==> config.mk <==
export PLATFORM = sky130hd
export DESIGN_NAME = muldiv_seq_flat
export DESIGN_NICKNAME = d
export VERILOG_FILES = /design/src/rtl/muldiv_pkg.sv /design/src/rtl/muldiv_seq_if.sv /design/src/rtl/muldiv_step.sv /design/src/rtl/muldiv_seq.sv /design/src/flat_wrapper.sv
export SDC_FILE = /design/constraint.sdc
export NUM_CORES = 1
export LEC_CHECK = 0
export CAP_MARGIN = 20
export CORE_MARGIN = 2
export CORE_UTILIZATION = 55
export DETAILED_ROUTE_END_ITERATION = 10
export MAX_ROUTING_LAYER = met4
export PLACE_DENSITY = 0.87
export SLEW_MARGIN = 10
export SYNTH_ARGS = -nofsm -noshare
export SYNTH_HDL_FRONTEND = slang
export SYNTH_SLANG_ARGS = --single-unit
==> constraint.sdc <==
create_clock -name clk -period 3.75 [get_ports clk]
set_input_delay 1.125 -clock clk [delete_from_list [all_inputs] [get_ports clk]]
set_output_delay 1.125 -clock clk [all_outputs]
set_load 0.03 [all_outputs]
==> src/rtl/muldiv_pkg.sv <==
// Shared types and constants for the iterative MULTU/DIVU sequencer.
package muldiv_pkg;

  typedef enum logic [1:0] {
    IDLE = 2'd0,
    RUN  = 2'd1,
    DONE = 2'd2
  } state_t;

  localparam logic OP_MULTU = 1'b0;
  localparam logic OP_DIVU  = 1'b1;

  localparam int DEFAULT_WIDTH = 32;
  localparam int DEFAULT_CNT_W = 6;

endpackage

==> src/rtl/muldiv_seq_if.sv <==
// EX-stage <-> mul/div sequencer signal bundle. The core drives through
// master, the sequencer sits on slave.
interface muldiv_seq_if #(
  parameter int WIDTH = 32
);
  logic             start;
  logic             is_div;
  logic [WIDTH-1:0] src_a;
  logic [WIDTH-1:0] src_b;
  logic             flush;
  logic             hilo_rd;
  logic             wr_hi;
  logic             wr_lo;
  logic [WIDTH-1:0] wdata;
  logic             busy;
  logic             stall;
  logic             done;
  logic             div_zero;
  logic [WIDTH-1:0] hi;
  logic [WIDTH-1:0] lo;

  modport master (
    output start, is_div, src_a, src_b, flush, hilo_rd, wr_hi, wr_lo, wdata,
    input  busy, stall, done, div_zero, hi, lo
  );

  modport slave (
    input  start, is_div, src_a, src_b, flush, hilo_rd, wr_hi, wr_lo, wdata,
    output busy, stall, done, div_zero, hi, lo
  );
endinterface

==> src/rtl/muldiv_step.sv <==
// One radix-2 iteration, purely combinational.
//   MULTU: {carry,acc,mplier} = ({acc,mplier} + (mplier[0] ? mcand<<W : 0)) >> 1
//   DIVU : restoring step, {rem,quot} shifted left, then trial subtract.
module muldiv_step
  import muldiv_pkg::*;
#(
  parameter int WIDTH = DEFAULT_WIDTH
) (
  input  logic             is_div_i,
  input  logic [WIDTH-1:0] acc_i,    // accumulator (mul) / remainder (div)
  input  logic [WIDTH-1:0] mq_i,     // multiplier (mul) / quotient-dividend (div)
  input  logic [WIDTH-1:0] opnd_i,   // multiplicand (mul) / divisor (div)
  output logic [WIDTH-1:0] acc_o,
  output logic [WIDTH-1:0] mq_o
);

  logic [WIDTH:0]   sum;
  logic [WIDTH:0]   rem_sh;
  logic [WIDTH-1:0] quot_sh;
  logic             fits;

  // Datapath for both step kinds; the op selects which result is used.
  always_comb begin
    sum     = {1'b0, acc_i} + (mq_i[0] ? {1'b0, opnd_i} : '0);
    rem_sh  = {acc_i, mq_i[WIDTH-1]};
    quot_sh = {mq_i[WIDTH-2:0], 1'b0};
    // A failed trial means rem_sh < divisor < 2**WIDTH, so dropping rem_sh's
    // top bit below is safe; a successful trial leaves a remainder < divisor.
    fits    = (rem_sh >= {1'b0, opnd_i});
    if (is_div_i == OP_DIVU) begin
      acc_o = fits ? (rem_sh[WIDTH-1:0] - opnd_i) : rem_sh[WIDTH-1:0];
      mq_o  = {quot_sh[WIDTH-1:1], fits};
    end else begin
      acc_o = sum[WIDTH:1];
      mq_o  = {sum[0], mq_i[WIDTH-1:1]};
    end
  end

endmodule

==> src/rtl/muldiv_seq.sv <==
// Iterative unsigned MULTU/DIVU sequencer with HI/LO, pipeline stall and squash.
//   state | meaning
//   IDLE  | no op in flight; MTHI/MTLO apply, new op may be accepted
//   RUN   | one radix-2 step per cycle, counter counts down to 1
//   DONE  | done pulse; HI/LO commit at the closing edge unless flushed
module muldiv_seq
  import muldiv_pkg::*;
#(
  parameter int WIDTH = DEFAULT_WIDTH,
  parameter int CNT_W = DEFAULT_CNT_W
) (
  input logic         clk,
  input logic         rst_n,
  muldiv_seq_if.slave bus
);

  state_t           state_q, state_d;
  logic [CNT_W-1:0] cnt_q, cnt_d;
  logic             op_q, op_d;
  logic [WIDTH-1:0] acc_q, acc_d;
  logic [WIDTH-1:0] mq_q, mq_d;
  logic [WIDTH-1:0] opnd_q, opnd_d;
  logic [WIDTH-1:0] hi_q, hi_d;
  logic [WIDTH-1:0] lo_q, lo_d;
  logic             dz_q, dz_d;
  logic [WIDTH-1:0] step_acc;
  logic [WIDTH-1:0] step_mq;

  muldiv_step #(.WIDTH(WIDTH)) u_step (
    .is_div_i (op_q),
    .acc_i    (acc_q),
    .mq_i     (mq_q),
    .opnd_i   (opnd_q),
    .acc_o    (step_acc),
    .mq_o     (step_mq)
  );

  // Next-state and datapath update for the whole sequencer.
  always_comb begin
    state_d = state_q;
    cnt_d   = cnt_q;
    op_d    = op_q;
    acc_d   = acc_q;
    mq_d    = mq_q;
    opnd_d  = opnd_q;
    hi_d    = hi_q;
    lo_d    = lo_q;
    dz_d    = dz_q;
    unique case (state_q)
      IDLE: begin
        if (bus.wr_hi) hi_d = bus.wdata;
        if (bus.wr_lo) lo_d = bus.wdata;
        if (bus.start && !bus.flush) begin
          op_d  = bus.is_div;
          cnt_d = CNT_W'(WIDTH);
          dz_d  = 1'b0;
          if (bus.is_div == OP_DIVU && bus.src_b == '0) begin
            // Preload the div-by-zero result so DONE commits acc/mq uniformly.
            acc_d   = bus.src_a;
            mq_d    = '1;
            opnd_d  = bus.src_b;
            dz_d    = 1'b1;
            state_d = DONE;
          end else begin
            acc_d   = '0;
            mq_d    = (bus.is_div == OP_DIVU) ? bus.src_a : bus.src_b;
            opnd_d  = (bus.is_div == OP_DIVU) ? bus.src_b : bus.src_a;
            state_d = RUN;
          end
        end
      end
      RUN: begin
        if (bus.flush) begin
          state_d = IDLE;
        end else begin
          acc_d = step_acc;
          mq_d  = step_mq;
          cnt_d = cnt_q - 1'b1;
          if (cnt_q == CNT_W'(1)) state_d = DONE;
        end
      end
      DONE: begin
        state_d = IDLE;
        if (!bus.flush) begin
          hi_d = acc_q;
          lo_d = mq_q;
        end
      end
      default: state_d = IDLE;
    endcase
  end

  // State and datapath registers with synchronous active-low reset.
  always_ff @(posedge clk) begin
    if (!rst_n) begin
      state_q <= IDLE;
      cnt_q   <= '0;
      op_q    <= OP_MULTU;
      acc_q   <= '0;
      mq_q    <= '0;
      opnd_q  <= '0;
      hi_q    <= '0;
      lo_q    <= '0;
      dz_q    <= 1'b0;
    end else begin
      state_q <= state_d;
      cnt_q   <= cnt_d;
      op_q    <= op_d;
      acc_q   <= acc_d;
      mq_q    <= mq_d;
      opnd_q  <= opnd_d;
      hi_q    <= hi_d;
      lo_q    <= lo_d;
      dz_q    <= dz_d;
    end
  end

  // Status outputs; stall and done react to this cycle's requests/flush.
  assign bus.busy     = (state_q != IDLE);
  assign bus.stall    = bus.busy & (bus.start | bus.hilo_rd | bus.wr_hi | bus.wr_lo);
  assign bus.done     = (state_q == DONE) & ~bus.flush;
  assign bus.div_zero = dz_q;
  assign bus.hi       = hi_q;
  assign bus.lo       = lo_q;

endmodule

==> src/flat_wrapper.sv <==
// flat-port wrapper written by rule: the top's interface ports become plain ports
module muldiv_seq_flat import muldiv_pkg::*;
#(
  parameter int WIDTH = DEFAULT_WIDTH,
  parameter int CNT_W = DEFAULT_CNT_W
)
  (clk, rst_n, bus_start, bus_is_div, bus_src_a, bus_src_b, bus_flush, bus_hilo_rd, bus_wr_hi, bus_wr_lo, bus_wdata, bus_busy, bus_stall, bus_done, bus_div_zero, bus_hi, bus_lo);
  muldiv_seq_if #(.WIDTH(WIDTH)) bus_i ();
  input logic clk;
  input logic rst_n;
  input wire logic [$bits(bus_i.start)-1:0] bus_start;
  input wire logic [$bits(bus_i.is_div)-1:0] bus_is_div;
  input wire logic [$bits(bus_i.src_a)-1:0] bus_src_a;
  input wire logic [$bits(bus_i.src_b)-1:0] bus_src_b;
  input wire logic [$bits(bus_i.flush)-1:0] bus_flush;
  input wire logic [$bits(bus_i.hilo_rd)-1:0] bus_hilo_rd;
  input wire logic [$bits(bus_i.wr_hi)-1:0] bus_wr_hi;
  input wire logic [$bits(bus_i.wr_lo)-1:0] bus_wr_lo;
  input wire logic [$bits(bus_i.wdata)-1:0] bus_wdata;
  output wire logic [$bits(bus_i.busy)-1:0] bus_busy;
  output wire logic [$bits(bus_i.stall)-1:0] bus_stall;
  output wire logic [$bits(bus_i.done)-1:0] bus_done;
  output wire logic [$bits(bus_i.div_zero)-1:0] bus_div_zero;
  output wire logic [$bits(bus_i.hi)-1:0] bus_hi;
  output wire logic [$bits(bus_i.lo)-1:0] bus_lo;
  assign bus_i.start = bus_start;
  assign bus_i.is_div = bus_is_div;
  assign bus_i.src_a = bus_src_a;
  assign bus_i.src_b = bus_src_b;
  assign bus_i.flush = bus_flush;
  assign bus_i.hilo_rd = bus_hilo_rd;
  assign bus_i.wr_hi = bus_wr_hi;
  assign bus_i.wr_lo = bus_wr_lo;
  assign bus_i.wdata = bus_wdata;
  assign bus_busy = bus_i.busy;
  assign bus_stall = bus_i.stall;
  assign bus_done = bus_i.done;
  assign bus_div_zero = bus_i.div_zero;
  assign bus_hi = bus_i.hi;
  assign bus_lo = bus_i.lo;
  muldiv_seq #(.WIDTH(WIDTH), .CNT_W(CNT_W)) u_core (.clk(clk), .rst_n(rst_n), .bus(bus_i));
endmodule
After elaboration in Yosys (flattened, before gate mapping)

Cells that the tools add are included.
Widths: inputs -> output; s select.

Add/sub/neg operators: 3
$lt $le $gt $ge: 1
Equality and inequality tests: 9
Mux-type cells: 30
Bitwise gates (word level): 6
Reduce and logical (&&, ||, !) cells: 13

Operators with widths:

| cell                | count |
|---|---|
| $mux 32             | 17 |
| $pmux 32 s2         | 4 |
| $add 32x33->33      | 1 |
| $ge 33x32->1        | 1 |
| $logic_not 32->1    | 1 |
| $sub 32x32->32      | 1 |
| $mux 6              | 2 |
| $pmux 6 s2          | 1 |
| $reduce_and 3->1    | 3 |
| $mux 2              | 4 |
| $ne 2x2->1 const B  | 4 |
| $eq 6x1->1 const B  | 1 |
| $reduce_bool 2->1   | 3 |
| $sub 6x1->6 const B | 1 |
| $pmux 2 s2          | 1 |
| $reduce_and 2->1    | 2 |
| $ne 3x2->1 const B  | 1 |
| $or 1x1->1          | 3 |
| $and 1x1->1         | 2 |
| $eq 2x1->1 const B  | 1 |
| $eq 2x2->1 const B  | 1 |
| $logic_and 1x1->1   | 2 |
| $logic_not 2->1     | 1 |
| $ne 2x1->1 const B  | 1 |
| other kinds (3)     | 3 |

Flip-flop bits (word level): 170
Output and inout bits: 68
Word-level logic and storage cells: 71

Logic depth before layout (Yosys ltp)

Depth in word-level cells: 5
Depth in mapped cells: 14
Gate-level depth less buffers: 12

Hierarchy

A second synthesis with hierarchy kept.

Cells, all modules: 1586
Area total of the unflattened synthesis: 12929.9 um2

Modules (own cells, without submodules):

| module      | instances | cells an instance | area an instance (um2) | seq. area each (um2) |
|---|---|---|---|---|
| muldiv_seq  | 1         | 905               | 8117.8                 | 3403.3 |
| muldiv_step | 1         | 681               | 4812.1                 | 0.0 |

Worst setup path after synthesis

OpenSTA, ideal clock, no wires.

Path kind: reg2reg
Start point: register u_core.mq_q[0]
End point: register u_core.acc_q[31]
Arrival: 2.864 ns
Path slack: 0.764 ns
Stages on the path, launching flop included: 14
Clock period less this slack: 2.986 ns
Cell sequence: dfxtp_1 clkbuf_1 and2_1 ha_1 fa_1 a211oi_1 o211ai_1 a31oi_2 o211ai_2 and2_1 a31oi_1 o32ai_1 a211oi_1 o31ai_2

Cells in the longest elaborated chain, start to end: 5

Ends and longest elaborated chain:

| what                     | RTL line          | RTL |
|---|---|---|
| start: declaration       | muldiv_seq.sv:21  | `logic [WIDTH-1:0] mq_q, mq_d;` |
| start signal: assignment | muldiv_seq.sv:110 | `mq_q <= mq_d;` |
| $mux 32                  | muldiv_step.sv:24 | `sum = {1'b0, acc_i} + (mq_i[0] ? {1'b0, opnd_i} : '0);` |
| $add 32x33->33           | muldiv_step.sv:24 |  |
| $mux 32                  | muldiv_step.sv:30 | `if (is_div_i == OP_DIVU) begin` |
| $mux 32                  | muldiv_seq.sv:73  | `if (bus.flush) begin` |
| $pmux 32 s2              | muldiv_seq.sv:49  | `unique case (state_q)` |
| end signal: assignment   | muldiv_seq.sv:99  | `acc_q <= '0;` |
| end signal: assignment   | muldiv_seq.sv:109 | `acc_q <= acc_d;` |
| end: declaration         | muldiv_seq.sv:20  | `logic [WIDTH-1:0] acc_q, acc_d;` |

No other way between the ends. The select of a mux whose other input is x is not followed.
A chain may end at the register's enable or synchronous reset.

Final worst setup path

Start point: input bus_wr_lo
End point: output bus_stall

Cells in the longest elaborated chain, start to end: 2

Ends and longest elaborated chain:

| what               | RTL line           | RTL |
|---|---|---|
| start: declaration | flat_wrapper.sv:18 | `input wire logic [$bits(bus_i.wr_lo)-1:0] bus_wr_lo;` |
| $or 1x1->1         | muldiv_seq.sv:120  | `assign bus.stall = bus.busy & (bus.start \| bus.hilo_rd \| bus.wr_hi \| bus.wr_lo);` |
| $and 1x1->1        | muldiv_seq.sv:120  |  |
| end: declaration   | flat_wrapper.sv:21 | `output wire logic [$bits(bus_i.stall)-1:0] bus_stall;` |

No other way between the ends.

==> metrics.cfg <==
[critical_path]
crit_fanout=2
endpoint_kind=primary output
r2r_cells=13
start_kind=input pin
cp_data_arrival_time_ns=2.49
cp_data_required_time_ns=2.62
critPathKind=in2out

[cts]
hold_buffers=0
cts_htree_levels=4
path_clk_slew_ns=0.07
clockRootBuffer=clkbuf_16
cts_buffers=17
tritoncts=done
cts_resized=0
clock_latency_ns=0.45
clock_path_buffers=2
cts_sinks=170
cts_setup_buffers=0

[place]
pre_cts_ws_ns=0.0471
place_area_sq_mm=0.0148
dp.final_hpwl_mm=32.1
place.gp.congestion=1.06
port_buffers=171

[grt]
grtUsageTotal_pct=36.0
grt-busiest-layer=met2
met2_usage_pct=57.2
grtUsageMet3_pct=4.69
antenna_found_initial=0
grt-ovfl-total=0
grt_use_met1_pct=44.4
grt_start_max_net_pins=97
grt_pass1_vias=12612
grt_pass1_wl_mm=67.3

[synthesis]
synth_top_family_by_area=compound AO/OA/AOI/OAI gates
synth_xor_area_share_pct=3.78
synth_ff_type=dfxtp_1
avgSynthCellArea_sq_um=7.89
syn_nets=1786
ys_ff_latch=170
synth-edff-count=0
synth_area_sq_mm=0.0127
ys_warn_count=0
ys_seq_area_share_pct=26.7
synth-simple-area-share_pct=17.9
post-synth-top-area-fraction_pct=26.7
synthCells=1614
synth_fa_ha_area_share_pct=6.80
synth_mux_area_share_pct=8.43
yosys.area.top_type=dfxtp_1
synth.area.top_cells=dfxtp_1 27%, a21oi_1 8.4%, mux2i_1 8.3%, o211a_1 7.9%, ha_1 6.5%
synth.distinct_cells=75
async_flop_share_pct=0
synth_compound_area_share_pct=30.7

[power_and_ir_drop]
internal_power_w=0.00369
power_frac_seq_pct=35.7
combPwrFrac_pct=34.5
pwr_density_cell_mw_per_mm2=383
clkPwrFrac_pct=29.8
p_leak_nw=7.03
peakVddDrop_mv=0.282
power_switching_w=0.00220
p_sw_share_pct=37.4

[timing]
hold_ws_ns=0.492
final_max_slew_viol_count=0
relSlewSlack_pct=41.7
rsz0062_at_grt=no
tightest_slew_ns=0.874
fin_worst_skew_ns=0.0180
post-route-min-period_ns=3.61
hold_viol=0
finalCritPeriodShare_pct=96.4
fin_tns_setup_ns=0
finalSetupViolCount=0
fmax_mhz=277
layout_setup_ws_ns=0.137

[floorplanning]
coreArea_sq_mm=0.0227
start_util_pct=56.0
die_h_um=156
row_count=55
fp.dieArea_sq_mm=0.0244
die_w_um=156
io_pins=172

[routing]
vias=13298
dr.pass1.iters=6
wl_per_cell_um=21.3
drc=0
via_per_inst=6.56
drt-total-wl_mm=43.1
drtIter0Drc=1427
route.antenna.remaining_nets=0

[cells_and_area]
nets=1901
drive_above_1_share_pct=6.43
antenna_cells=0
fin_area_sq_mm=0.0154
final_cell_mix=213 x a21oi_1, 173 x nand2_1, 169 x dfxtp_1, 168 x clkdlybuf4s50_1, 105 x mux2i_1
synthToLayoutAreaGrowth_pct=20.6
final_common_cell=a21oi_1

[outcome]
outcome=complete, no violations

[min_path]
worstHoldPathCells=2
hold_path_class=reg2reg

[run]
maxCapViolCount=0

-- Yosys cell counts, types with 8 or more instances --
cell      count
ha_1         66
o211ai_1     24
mux2i_1     105
a21o_1       22
nor2b_1      72
a211oi_1     17
a21oi_1     213
xnor2_1      38
clkbuf_1     96
o21bai_1      8
nand2_1     173
nand4_1      13
nand3_1      22
o21ai_0      55
dfxtp_1     170
nor2_1       68
o211a_1     100
nor4_1       13
xor2_1       17
buf_1        14
o21a_1        8
nor3_1       21
o21ai_1      25
nand2b_1     12
and2_1       38
a31oi_1      13
inv_1        59
buf_2         8
a221oi_1     39
-- area by class of cell --
class,instances,area [sq um]
sequential,170,3400
clock inverter,14,148
multi-input combinational,1263,8650
fill,1841,7360
inverter,59,221
tap,285,357
clock buffer,17,425
timing repair buffer,218,2140
-- worst paths after layout --
kind,from,to,slack [ns]
min reg2reg,u_core.bus.div_zero$_SDFFE_PN0P_,u_core.bus.div_zero$_SDFFE_PN0P_,0.49
max reg2reg,u_core.mq_q[0]$_SDFFE_PN0P_,u_core.acc_q[28]$_SDFFE_PN0P_,0.22
max,bus_wr_lo,bus_stall,0.14
min,u_core.bus.div_zero$_SDFFE_PN0P_,u_core.bus.div_zero$_SDFFE_PN0P_,0.49
-- through the flow --
stage,cells,util (%),power (W)
CTS,2026,67.6,0.00585
detailed placement,1995,65.1,0.00411
finish,2026,67.6,0.00589
global route,2026,67.6,0.00615
global placement,1995,65.1,0.00408
floorplan,1614,-,0.00345
-- state kept, by name (all words and copies together) (netlist names) --
| signal | count |
|---|---|
| u_core.bus.div_zero | 1 |
| u_core.state_q | 2 |
| u_core.mq_q | 32 |
| u_core.acc_q | 32 |
| u_core.op_q | 1 |
| u_core.cnt_q | 6 |
| u_core.opnd_q | 32 |
| u_core.bus.hi | 32 |
| u_core.bus.lo | 32 |
-- layer usage --
layer / vias to the layer above / share of wire (%)
li1: 6135 / -
met1: 6290 / 40
met2: 699 / 46
met3: 174 / 7.8
met4: 0 / 6.4
met5: - / 0
-- cells by family (layout without fill, tap and decap cells) --
logic type / count (synthesis) / count (layout)
buffers and inverters: 181 / 308
AND/OR/NAND/NOR: 461 / 461
adder cells (fa/ha/maj): 68 / 68
flip-flops: 170 / 170
XOR/XNOR: 55 / 55
multiplexers: 107 / 107
AO/OA/AOI/OAI: 572 / 572
-- worst max-delay path, stage by stage --
cell and delay (ns):
clkdlybuf4s50_1 0.43, nor4_1 0.28, nor2_1 0.06, clkdlybuf4s50_1 0.60
-- power groups by stage --
stage | combinational [W] | sequential, W | clock [W]
5_1_grt | 0.00219 | 0.00211 | 0.00184
4_1_cts | 0.00199 | 0.00209 | 0.00176
3_3_place_gp | 0.00195 | 0.00213 | 0
3_5_place_dp | 0.00198 | 0.00213 | 0
6_report | 0.00203 | 0.00210 | 0.00176
2_1_floorplan | 0.00126 | 0.00219 | 0
(Power assumes the default switching activity.)
